===== src/rtl/uart_tx_pkg.sv =====
// Shared types and constants for the UART transmit feeder and byte FIFO.
package uart_tx_pkg;
  localparam int UART_DW = 8;

  typedef enum logic [1:0] {
    ST_IDLE = 2'd0,
    ST_SEND = 2'd1,
    ST_GAP  = 2'd2
  } tx_state_e;
endpackage


===== src/rtl/byte_fifo.sv =====
// Synchronous first-word-fall-through byte FIFO; read data is always mem[rd_ptr].
module byte_fifo
  import uart_tx_pkg::*;
#(
  parameter  int DEPTH = 16,
  localparam int AW    = $clog2(DEPTH)
) (
  input  logic               clk,
  input  logic               rst,
  input  logic               wr_en,
  input  logic [UART_DW-1:0] wr_data,
  input  logic               rd_en,
  output logic [UART_DW-1:0] rd_data,
  output logic               full,
  output logic               empty,
  output logic [AW:0]        cnt
);
  logic [UART_DW-1:0] mem [DEPTH];
  logic [AW-1:0]      wr_ptr;
  logic [AW-1:0]      rd_ptr;
  logic               wr_ok;
  logic               rd_ok;

  // full/empty decode straight from the count register, so they reflect pre-edge occupancy
  assign full    = (cnt == (AW+1)'(DEPTH));
  assign empty   = (cnt == '0);
  assign wr_ok   = wr_en && !full;
  assign rd_ok   = rd_en && !empty;
  assign rd_data = mem[rd_ptr];

  always_ff @(posedge clk) begin
    if (wr_ok) mem[wr_ptr] <= wr_data;
  end

  always_ff @(posedge clk or posedge rst) begin
    if (rst) begin
      wr_ptr <= '0;
      rd_ptr <= '0;
      cnt    <= '0;
    end else begin
      if (wr_ok) wr_ptr <= wr_ptr + AW'(1);
      if (rd_ok) rd_ptr <= rd_ptr + AW'(1);
      case ({wr_ok, rd_ok})
        2'b10:   cnt <= cnt + (AW+1)'(1);
        2'b01:   cnt <= cnt - (AW+1)'(1);
        default: cnt <= cnt;
      endcase
    end
  end
endmodule


===== src/rtl/tx_bytes_ctrl.sv =====
// Multi-byte feeder for the UART byte transmitter: FIFO-buffered bytes sent one at a time
// over the TX_En_Sig/TX_Done_Sig handshake with an enforced idle gap between bytes.
//
//   state   | meaning
//   --------+-------------------------------------------------------------
//   ST_IDLE | line idle; launch next byte as soon as the FIFO is non-empty
//   ST_SEND | TX_En_Sig held high with TX_Data stable until TX_Done_Sig
//   ST_GAP  | TX_En_Sig low while gap_cnt runs down so tx_module can rearm
module tx_bytes_ctrl
  import uart_tx_pkg::*;
#(
  parameter  int DEPTH      = 16,
  parameter  int GAP_CYCLES = 2,
  localparam int AW         = $clog2(DEPTH)
) (
  input  logic               sclk,
  input  logic               RST,
  input  logic               Wr_En,
  input  logic [UART_DW-1:0] Wr_Data,
  output logic               Fifo_Full,
  output logic               Fifo_Empty,
  output logic [AW:0]        Fifo_Cnt,
  output logic               Wr_Ovf,
  output logic [UART_DW-1:0] TX_Data,
  output logic               TX_En_Sig,
  input  logic               TX_Done_Sig,
  output logic               Busy
);
  localparam int GW = ($clog2(GAP_CYCLES + 1) < 1) ? 1 : $clog2(GAP_CYCLES + 1);

  tx_state_e          state_q, state_d;
  logic [UART_DW-1:0] tx_data_d;
  logic               tx_en_d;
  logic [GW-1:0]      gap_q, gap_d;
  logic               pop;
  logic [UART_DW-1:0] rd_data;

  byte_fifo #(.DEPTH(DEPTH)) u_fifo (
    .clk     (sclk),
    .rst     (RST),
    .wr_en   (Wr_En),
    .wr_data (Wr_Data),
    .rd_en   (pop),
    .rd_data (rd_data),
    .full    (Fifo_Full),
    .empty   (Fifo_Empty),
    .cnt     (Fifo_Cnt)
  );

  always_comb begin
    state_d   = state_q;
    tx_data_d = TX_Data;
    tx_en_d   = TX_En_Sig;
    gap_d     = gap_q;
    pop       = 1'b0;
    case (state_q)
      ST_IDLE: begin
        if (!Fifo_Empty) begin
          tx_data_d = rd_data;
          tx_en_d   = 1'b1;
          pop       = 1'b1;
          state_d   = ST_SEND;
        end
      end
      ST_SEND: begin
        if (TX_Done_Sig) begin
          tx_en_d = 1'b0;
          gap_d   = GW'(GAP_CYCLES - 1);
          state_d = ST_GAP;
        end
      end
      ST_GAP: begin
        if (gap_q == '0) state_d = ST_IDLE;
        else             gap_d   = gap_q - GW'(1);
      end
      default: begin
        tx_en_d = 1'b0;
        state_d = ST_IDLE;
      end
    endcase
  end

  always_ff @(posedge sclk or posedge RST) begin
    if (RST) begin
      state_q   <= ST_IDLE;
      TX_Data   <= '0;
      TX_En_Sig <= 1'b0;
      gap_q     <= '0;
      Wr_Ovf    <= 1'b0;
    end else begin
      state_q   <= state_d;
      TX_Data   <= tx_data_d;
      TX_En_Sig <= tx_en_d;
      gap_q     <= gap_d;
      // a pop in the same cycle does not rescue a write that saw a full FIFO
      Wr_Ovf    <= Wr_En && Fifo_Full;
    end
  end

  assign Busy = (state_q != ST_IDLE) || !Fifo_Empty;
endmodule


===== config.mk =====
export PLATFORM = sky130hd
export DESIGN_NAME = tx_bytes_ctrl
export DESIGN_NICKNAME = d
export VERILOG_FILES = /design/src/rtl/uart_tx_pkg.sv /design/src/rtl/byte_fifo.sv /design/src/rtl/tx_bytes_ctrl.sv
export SDC_FILE = /design/constraint.sdc
export NUM_CORES = 1
export LEC_CHECK = 0
export ABC_CLOCK_PERIOD_IN_PS = 4420
export BUFFER_PORTS_ARGS = -buffer_cell sky130_fd_sc_hd__buf_2
export CAP_MARGIN = 20
export CORE_UTILIZATION = 50
export CTS_CLUSTER_SIZE = 28
export DETAILED_ROUTE_END_ITERATION = 7
export PLACE_DENSITY = 0.69
export SYNTH_ARGS = -nofsm -noshare
export SYNTH_HDL_FRONTEND = slang
export SYNTH_SLANG_ARGS = --single-unit
export TNS_END_PERCENT = 1

===== constraint.sdc =====
create_clock -name sclk -period 4.42 [get_ports sclk]
set_clock_uncertainty 0.15 [all_clocks]
set_input_delay 0.442 -clock sclk [delete_from_list [all_inputs] [get_ports sclk]]
set_output_delay 0.442 -clock sclk [all_outputs]
set_load 0.02 [all_outputs]

==> metrics.csv, run 1 <==
metric,value,unit
yosys.area_share.simple,4.823,%
nets,406,
ys_types,39,
vdd_drop_max,285.1,uV
required,4.57,ns
seq_area,0.004521,mm^2
port_buffers,29,
grt_antenna_before_repair,0,
critPathCaptureType,flop,
netlist.area_leader.share,60.98,%
crit_path_start_kind,flop,
synthAdderAreaFrac,1.985,%
postLayoutSetupSlackWorst,1.310,ns
areaGrowthSynthToFinish,13.36,%
synth_nets,369,
clk_pin_slew,0.06,ns
ant_nets,0,
row_count,40,
drt_iter0_drc,227,
yosysSeqAreaShare,71.70,%
netlist_area,0.006304,mm^2
post_cts_resized,0,
hp-class,input port to flop,
cts_tree,yes,
p_per_area,664.5,mW/mm^2
drv_slew,0,
cts_max_path_buffers,2,
synth_area_per_cell,18.17,um^2
power.net_switching,1.554,mW
pwr-share-seq,44.4,%
n_fill_cell,895,
period_share,70.37,%
hold_viol,0,
setup_tns,0,ns
period_minus_slack,3.110,ns
postCtsHoldBufs,1,
preCtsSetupSlack,1.323,ns
grt_start_max_net_pins,28,
wirelength,11.50,mm
fp.dieH,114.3,um
fp.coreArea,0.01216,mm^2
synth_compound_area_share,3.216,%
crit_type,flop to flop,
numCtsBuffers,17,
hpwl,7.124,mm
p_int,3.194,mW
ys_seq_elements,155,
cp_max_fo,11,
diodes,0,
die_area,0.01306,mm^2
rsz0062_at_grt,no,
netSwitchingFraction,32.73,%
cts_setup_buffers,0,
power.leakage,2.547,nW
via_per_inst,5.529,
globalplace.congestion,0.7426,
max_freq,321.5,MHz
slew_headroom,34.11,%
grt_pass1_wl,18.02,mm
clk_latency,0.41,ns
clkSinkCount,155,
multi_input_area,0.001622,mm^2
io_pins,30,
grt_util_all_layers,19.69,%
initial_core_util,51.83,%
dr_total_vias,3124,
cts_root_buffer,clkbuf_16,
drive_above_1_share,26.45,%
status,finished clean,
synth_top_cell_by_area,edfxtp_1,
synth_top_family_by_area,multiplexers,
die_x,114.3,um
first_global_vias,3151,
power_frac_comb,28.5,%
p_clk_share,27.1,%
drv_cap,0,
critPathArrivalTime,3.26,ns
ys.warnings.count,0,
finalSetupViolCount,0,
final_cell_mix,"edfxtp_1 (128), mux4_2 (32), buf_2 (29)",
h-tree-depth,4,
mostFrequentLayoutCell,edfxtp_1,
grt_overflow,0,
worstMarginPinSlew,0.9848,ns
first_pass_iters,4,
synth_area_leaders,"edfxtp_1 (61%), mux4_2 (11%), dfrtp_1 (11%)",
wl_per_cell,20.35,um
muxShareOfSynthArea,14.15,%
synthXorXnorAreaFrac,1.389,%
drc,0,
syn_inst,347,
==> flip-flops by register name, indices dropped and copies added (netlist names) <==
signal / count
u_fifo.wr_ptr: 4
Wr_Ovf: 1
u_fifo.cnt: 5
TX_En_Sig: 1
gap_q: 2
TX_Data: 8
u_fifo.rd_ptr: 4
u_fifo.mem: 128
state_q: 2
==> metal layers <==
metal	share of wire (%)	up-vias	track usage, %
li1	-	1420	-
met1	41	1592	26.43
met2	49	93	30.55
met3	7.6	19	4.659
met4	2.3	0	9.697
met5	0	-	0
==> power groups by stage <==
| stage | Sequential, mW | Clock, mW | Combinational, mW |
|---|---|---|---|
| CTS | 2.14 | 1.31 | 1.32 |
| global route | 2.15 | 1.36 | 1.47 |
| global placement | 2.16 | 0 | 1.28 |
| detailed placement | 2.17 | 0 | 1.31 |
| finish | 2.11 | 1.29 | 1.35 |
| floorplan | 2.02 | 0 | 1.12 |
==> final timing paths <==
check,from,to,slack (ns),depth (start not counted)
worst max-delay path,u_fifo.cnt[1],u_fifo.cnt[4],1.31,10
min in group asynchronous,RST,Wr_Ovf,0.48,4
max in group asynchronous,RST,u_fifo.rd_ptr[2],3.35,4
worst max register to register,u_fifo.cnt[1],u_fifo.cnt[4],1.31,10
worst min-delay path,TX_Done_Sig,state_q[0],0.08,2
worst min register to register,TX_Data[6],TX_Data[6],0.35,2
==> synth_stat cells, drive strengths merged <==
library cell	count
nor4	1
nor3	5
mux2i	16
o211a	1
mux4	32
nand2	27
nor3b	1
a311oi	1
clkbuf	3
a21boi	1
buf	16
xnor2	7
nand4	2
edfxtp	128
or4	1
and3b	1
and3	1
a211oi	1
a211o	1
mux2	1
a31oi	1
dfrtp	27
a21oi	5
nand2b	5
nor2	17
xor2	3
o31ai	1
o221ai	8
ha	10
nor2b	2
o21ai	8
a21o	1
and2	1
inv	11
==> cell type report <==
class	count	area share (%)
Clock buffer	17	5.953
Tap cell	168	2.942
Inverter	11	0.5778
Sequential cell	155	63.26
Clock inverter	15	1.383
Timing Repair Buffer	37	3.187
Multi-Input combinational cell	162	22.69
==> per-stage QoR <==
stage	std cells	cell area, um^2	utilization [%]	total power, mW	hold WS [ns]
detailed placement	531	6584	54.14	3.481	0.3303
floorplan	347	6304	-	3.142	0.3447
global placement	531	6584	54.14	3.433	0.3197
CTS	564	7118	58.53	4.766	0.06463
finish	565	7146	58.76	4.748	0.07814
global route	565	7146	58.76	4.984	0.08046
==> critical path, stage by stage (launching register included) <==
cell and delay (ns):
dfrtp_1 0.49, nor4_4 0.39, a211o_1 0.44, inv_2 0.13, ha_1 0.34, xor2_1 0.19
ha_1 0.23, o211a_1 0.22, o31ai_1 0.19, a31oi_1 0.08, xnor2_1 0.14
==> logic make-up after synthesis <==
logic type,count (synthesis)
flops,155
simple gates,64
mux,49
buf+inv,30
compound gates,29
xor+xnor,10
fa+ha+maj,10
Note: power is estimated with default switching activity, not from simulation.
==> run 2, diff against run 1 <==
--- a/config.mk
+++ b/config.mk
@@ -5,7 +5,7 @@
 export SDC_FILE = /design/constraint.sdc
 export NUM_CORES = 1
 export LEC_CHECK = 0
-export ABC_CLOCK_PERIOD_IN_PS = 4420
+export ABC_CLOCK_PERIOD_IN_PS = 2900
 export BUFFER_PORTS_ARGS = -buffer_cell sky130_fd_sc_hd__buf_2
 export CAP_MARGIN = 20
 export CORE_UTILIZATION = 50
==> constraint.sdc (replaced) <==
create_clock -name sclk -period 2.9 [get_ports sclk]
set_clock_uncertainty 0.15 [all_clocks]
set_input_delay 0.29 -clock sclk [delete_from_list [all_inputs] [get_ports sclk]]
set_output_delay 0.29 -clock sclk [all_outputs]
set_load 0.02 [all_outputs]
==> run 2 against run 1 <==
  * Utilization is 1.5 points higher
  * Highest routed layer unchanged
  * First-iteration DRC count increased by 4.4%
  * Largest power group unchanged
  * Wire length up 2.2%
  * Count of clock-buffer cells in the layout grew 1
  * Global-route usage increased by 0.52 points
  * Worst setup slack got worse by 1.1 ns
  * Sequential share of layout area down 1.5 points
  * Register-to-register slack lost 1.1 ns
==> metrics.csv, run 2 (synthesis gave the netlist of run 1 again) <==
metric,value,unit,change
setup_tns,0,ns,unchanged
postLayoutSetupSlackWorst,0.2264,ns,was 1.310 ns
fp.dieH,114.3,um,unchanged
cp_max_fo,9,,was 11
status,finished clean,,unchanged
cts_root_buffer,clkbuf_16,,unchanged
post_cts_resized,0,,unchanged
finalSetupViolCount,0,,unchanged
io_pins,30,,unchanged
preCtsSetupSlack,0.1786,ns,was 1.323 ns
ant_nets,0,,unchanged
hold_viol,0,,unchanged
p_int,5.088,mW,was 3.194 mW
final_cell_mix,"edfxtp_1 (128), mux4_2 (32), buf_2 (29)",,unchanged
cp_top_family,compound AO/OA/AOI/OAI gates,,unchanged
netSwitchingFraction,31.69,%,was 32.73%
drive_above_1_share,28.37,%,was 26.45%
timing.rr.end,u_fifo.cnt[4],,unchanged
max_stage_delay,0.53,ns,was 0.49 ns
drt_iter0_drc,237,,was 227
port_buffers,29,,unchanged
globalplace.congestion,0.7380,,was 0.7426
numCtsBuffers,17,,unchanged
p_clk_share,28.6,%,was 27.1%
drv_slew,0,,unchanged
first_pass_iters,4,,unchanged
clkSinkCount,155,,unchanged
initial_core_util,51.83,%,unchanged
power_frac_comb,30.6,%,was 28.5%
grt_overflow,0,,unchanged
clk_pin_slew,0.06,ns,about the same
first_global_vias,3265,,was 3151
crit_path_start_kind,flop,,unchanged
r2r_cells,10,,unchanged
drv_cap,0,,unchanged
power.net_switching,2.361,mW,was 1.554 mW
pwr-share-seq,40.8,%,was 44.4%
cts_tree,yes,,unchanged
path_depth,10,,unchanged
top_register,u_fifo.mem,,unchanged
r2r_slack,0.23,ns,was 1.31 ns
rsz0062_at_grt,no,,unchanged
critPathCaptureType,flop,,unchanged
period_minus_slack,2.674,ns,was 3.110 ns
hold-worst-slack,0.1035,ns,was 0.07814 ns
startpoint,u_fifo.cnt[2],,was u_fifo.cnt[1]
critPathArrivalTime,2.82,ns,was 3.26 ns
die_area,0.01306,mm^2,unchanged
p_per_area,1017,mW/mm^2,was 664.5 mW/mm^2
power.leakage,2.644,nW,was 2.547 nW
cp_num_buf_inv,1,,unchanged
vdd_drop_max,595.0,uV,was 285.1 uV
critPathSlowestCell,dfrtp_1,,unchanged
mostFrequentLayoutCell,edfxtp_1,,unchanged
hpwl,7.042,mm,was 7.124 mm
diodes,0,,unchanged
row_count,40,,unchanged
die_x,114.3,um,unchanged
period_share,92.19,%,was 70.37%
wl_per_cell,20.11,um,was 20.35 um
nets,425,,was 406
n_fill_cell,874,,was 895
crit_chain,nor4_4 > a21boi_2 > inv_1 > ha_1 > xor2_1 > ha_1 > o211a_1 > o31ai_1 > a31oi_1 > xnor2_1,,was nor4_4 > a211o_1 > inv_2 > ha_1 > xor2_1 > ha_1 > o211a_1 > o31ai_1 > a31oi_1 > xnor2_1
critPathMostFrequentCell,ha_1,,unchanged
largest_reg_flops,128,,unchanged
via_per_inst,5.515,,was 5.529
dr_total_vias,3221,,was 3124
grt_util_all_layers,20.21,%,was 19.69%
h-tree-depth,4,,unchanged
areaGrowthSynthToFinish,16.18,%,was 13.36%
p_total,7.448,mW,was 4.748 mW
grt_antenna_before_repair,0,,unchanged
cp-endpoint,u_fifo.cnt[4],,unchanged
drc,0,,unchanged
slew_headroom,67.61,%,was 34.11%
hp-class,input port to flop,,unchanged
grt_start_max_net_pins,35,,was 28
worstMarginPinSlew,0.4859,ns,was 0.9848 ns
clk_latency,0.42,ns,was 0.41 ns
wirelength,11.75,mm,was 11.50 mm
required,3.05,ns,was 4.57 ns
crit_type,flop to flop,,unchanged
reg.largest.list,"u_fifo.mem (128), TX_Data (8), u_fifo.cnt (5)",,unchanged
max_freq,374.0,MHz,was 321.5 MHz
fp.coreArea,0.01216,mm^2,unchanged
reg2reg_from,u_fifo.cnt[2],,was u_fifo.cnt[1]
grt_pass1_wl,18.54,mm,was 18.02 mm
cts_max_path_buffers,2,,unchanged
==> run 2: worst min-delay path by stage <==
stage	start	to	slack, ns	depth (start not counted)
after global placement	RST	TX_En_Sig	0.23	3
final	Wr_Data[2]	u_fifo.mem[9][2]	0.10	1
after global routing	Wr_Data[6]	u_fifo.mem[15][6]	0.1	1
after detailed placement	RST	state_q[0]	0.24	3
after CTS	Wr_Data[6]	u_fifo.mem[7][6]	0.09	1
after floorplan	RST	TX_Data[0]	0.19	1
==> run 2: stage by stage <==
step	cells	utilization (%)	cell area, um^2
4_1_cts	583	60.15	7316
2_1_floorplan	347	-	6304
5_1_grt	584	60.22	7323
3_5_place_dp	548	55.21	6714
6_report	584	60.22	7323
3_3_place_gp	548	55.21	6714
==> run 2: power groups by stage <==
stage	combinational [mW]	sequential [mW]	clock, mW
finish	2.28	3.04	2.13
global route	2.51	3.08	2.25
CTS	2.31	3.04	2.16
detailed placement	2.30	3.08	0
global placement	2.26	3.05	0
floorplan	1.71	3.08	0
==> run 2: final cells by class <==
class / instances / area, um^2 / area share [%]
clock inverter: 14 / 142.6 / 1.948
clock buffer: 18 / 429.2 / 5.860
sequential: 155 / 4521 / 61.73
multi-input combinational: 162 / 1612 / 22.01
tap: 168 / 210.2 / 2.870
inverter: 11 / 41.29 / 0.5638
timing repair buffer: 56 / 367.9 / 5.023
==> run 2: layer usage <==
layer / global-route usage [%] / share of wire (%) / vias up
met2: 31.31 / 49 / 89
met5: 0 / 0 / -
li1: - / - / 1469
met4: 9.177 / 1.7 / 0
met1: 27.13 / 42 / 1645
met3: 5.294 / 6.5 / 18
==> run 2: worst register-to-register path: stages, from the launching register on <==
cell      delay [ns]
dfrtp_1         0.53
nor4_4          0.10
a21boi_2        0.37
inv_1           0.12
ha_1            0.27
xor2_1          0.17
ha_1            0.22
o211a_1         0.21
o31ai_1         0.19
a31oi_1         0.09
xnor2_1         0.14
==> run 2: repair_timing <==
item	4_1_cts	5_1_grt
setup buffers	0	1
setup endpoints to repair	0	1
hold endpoints to repair	29	0
hold buffers	3	0
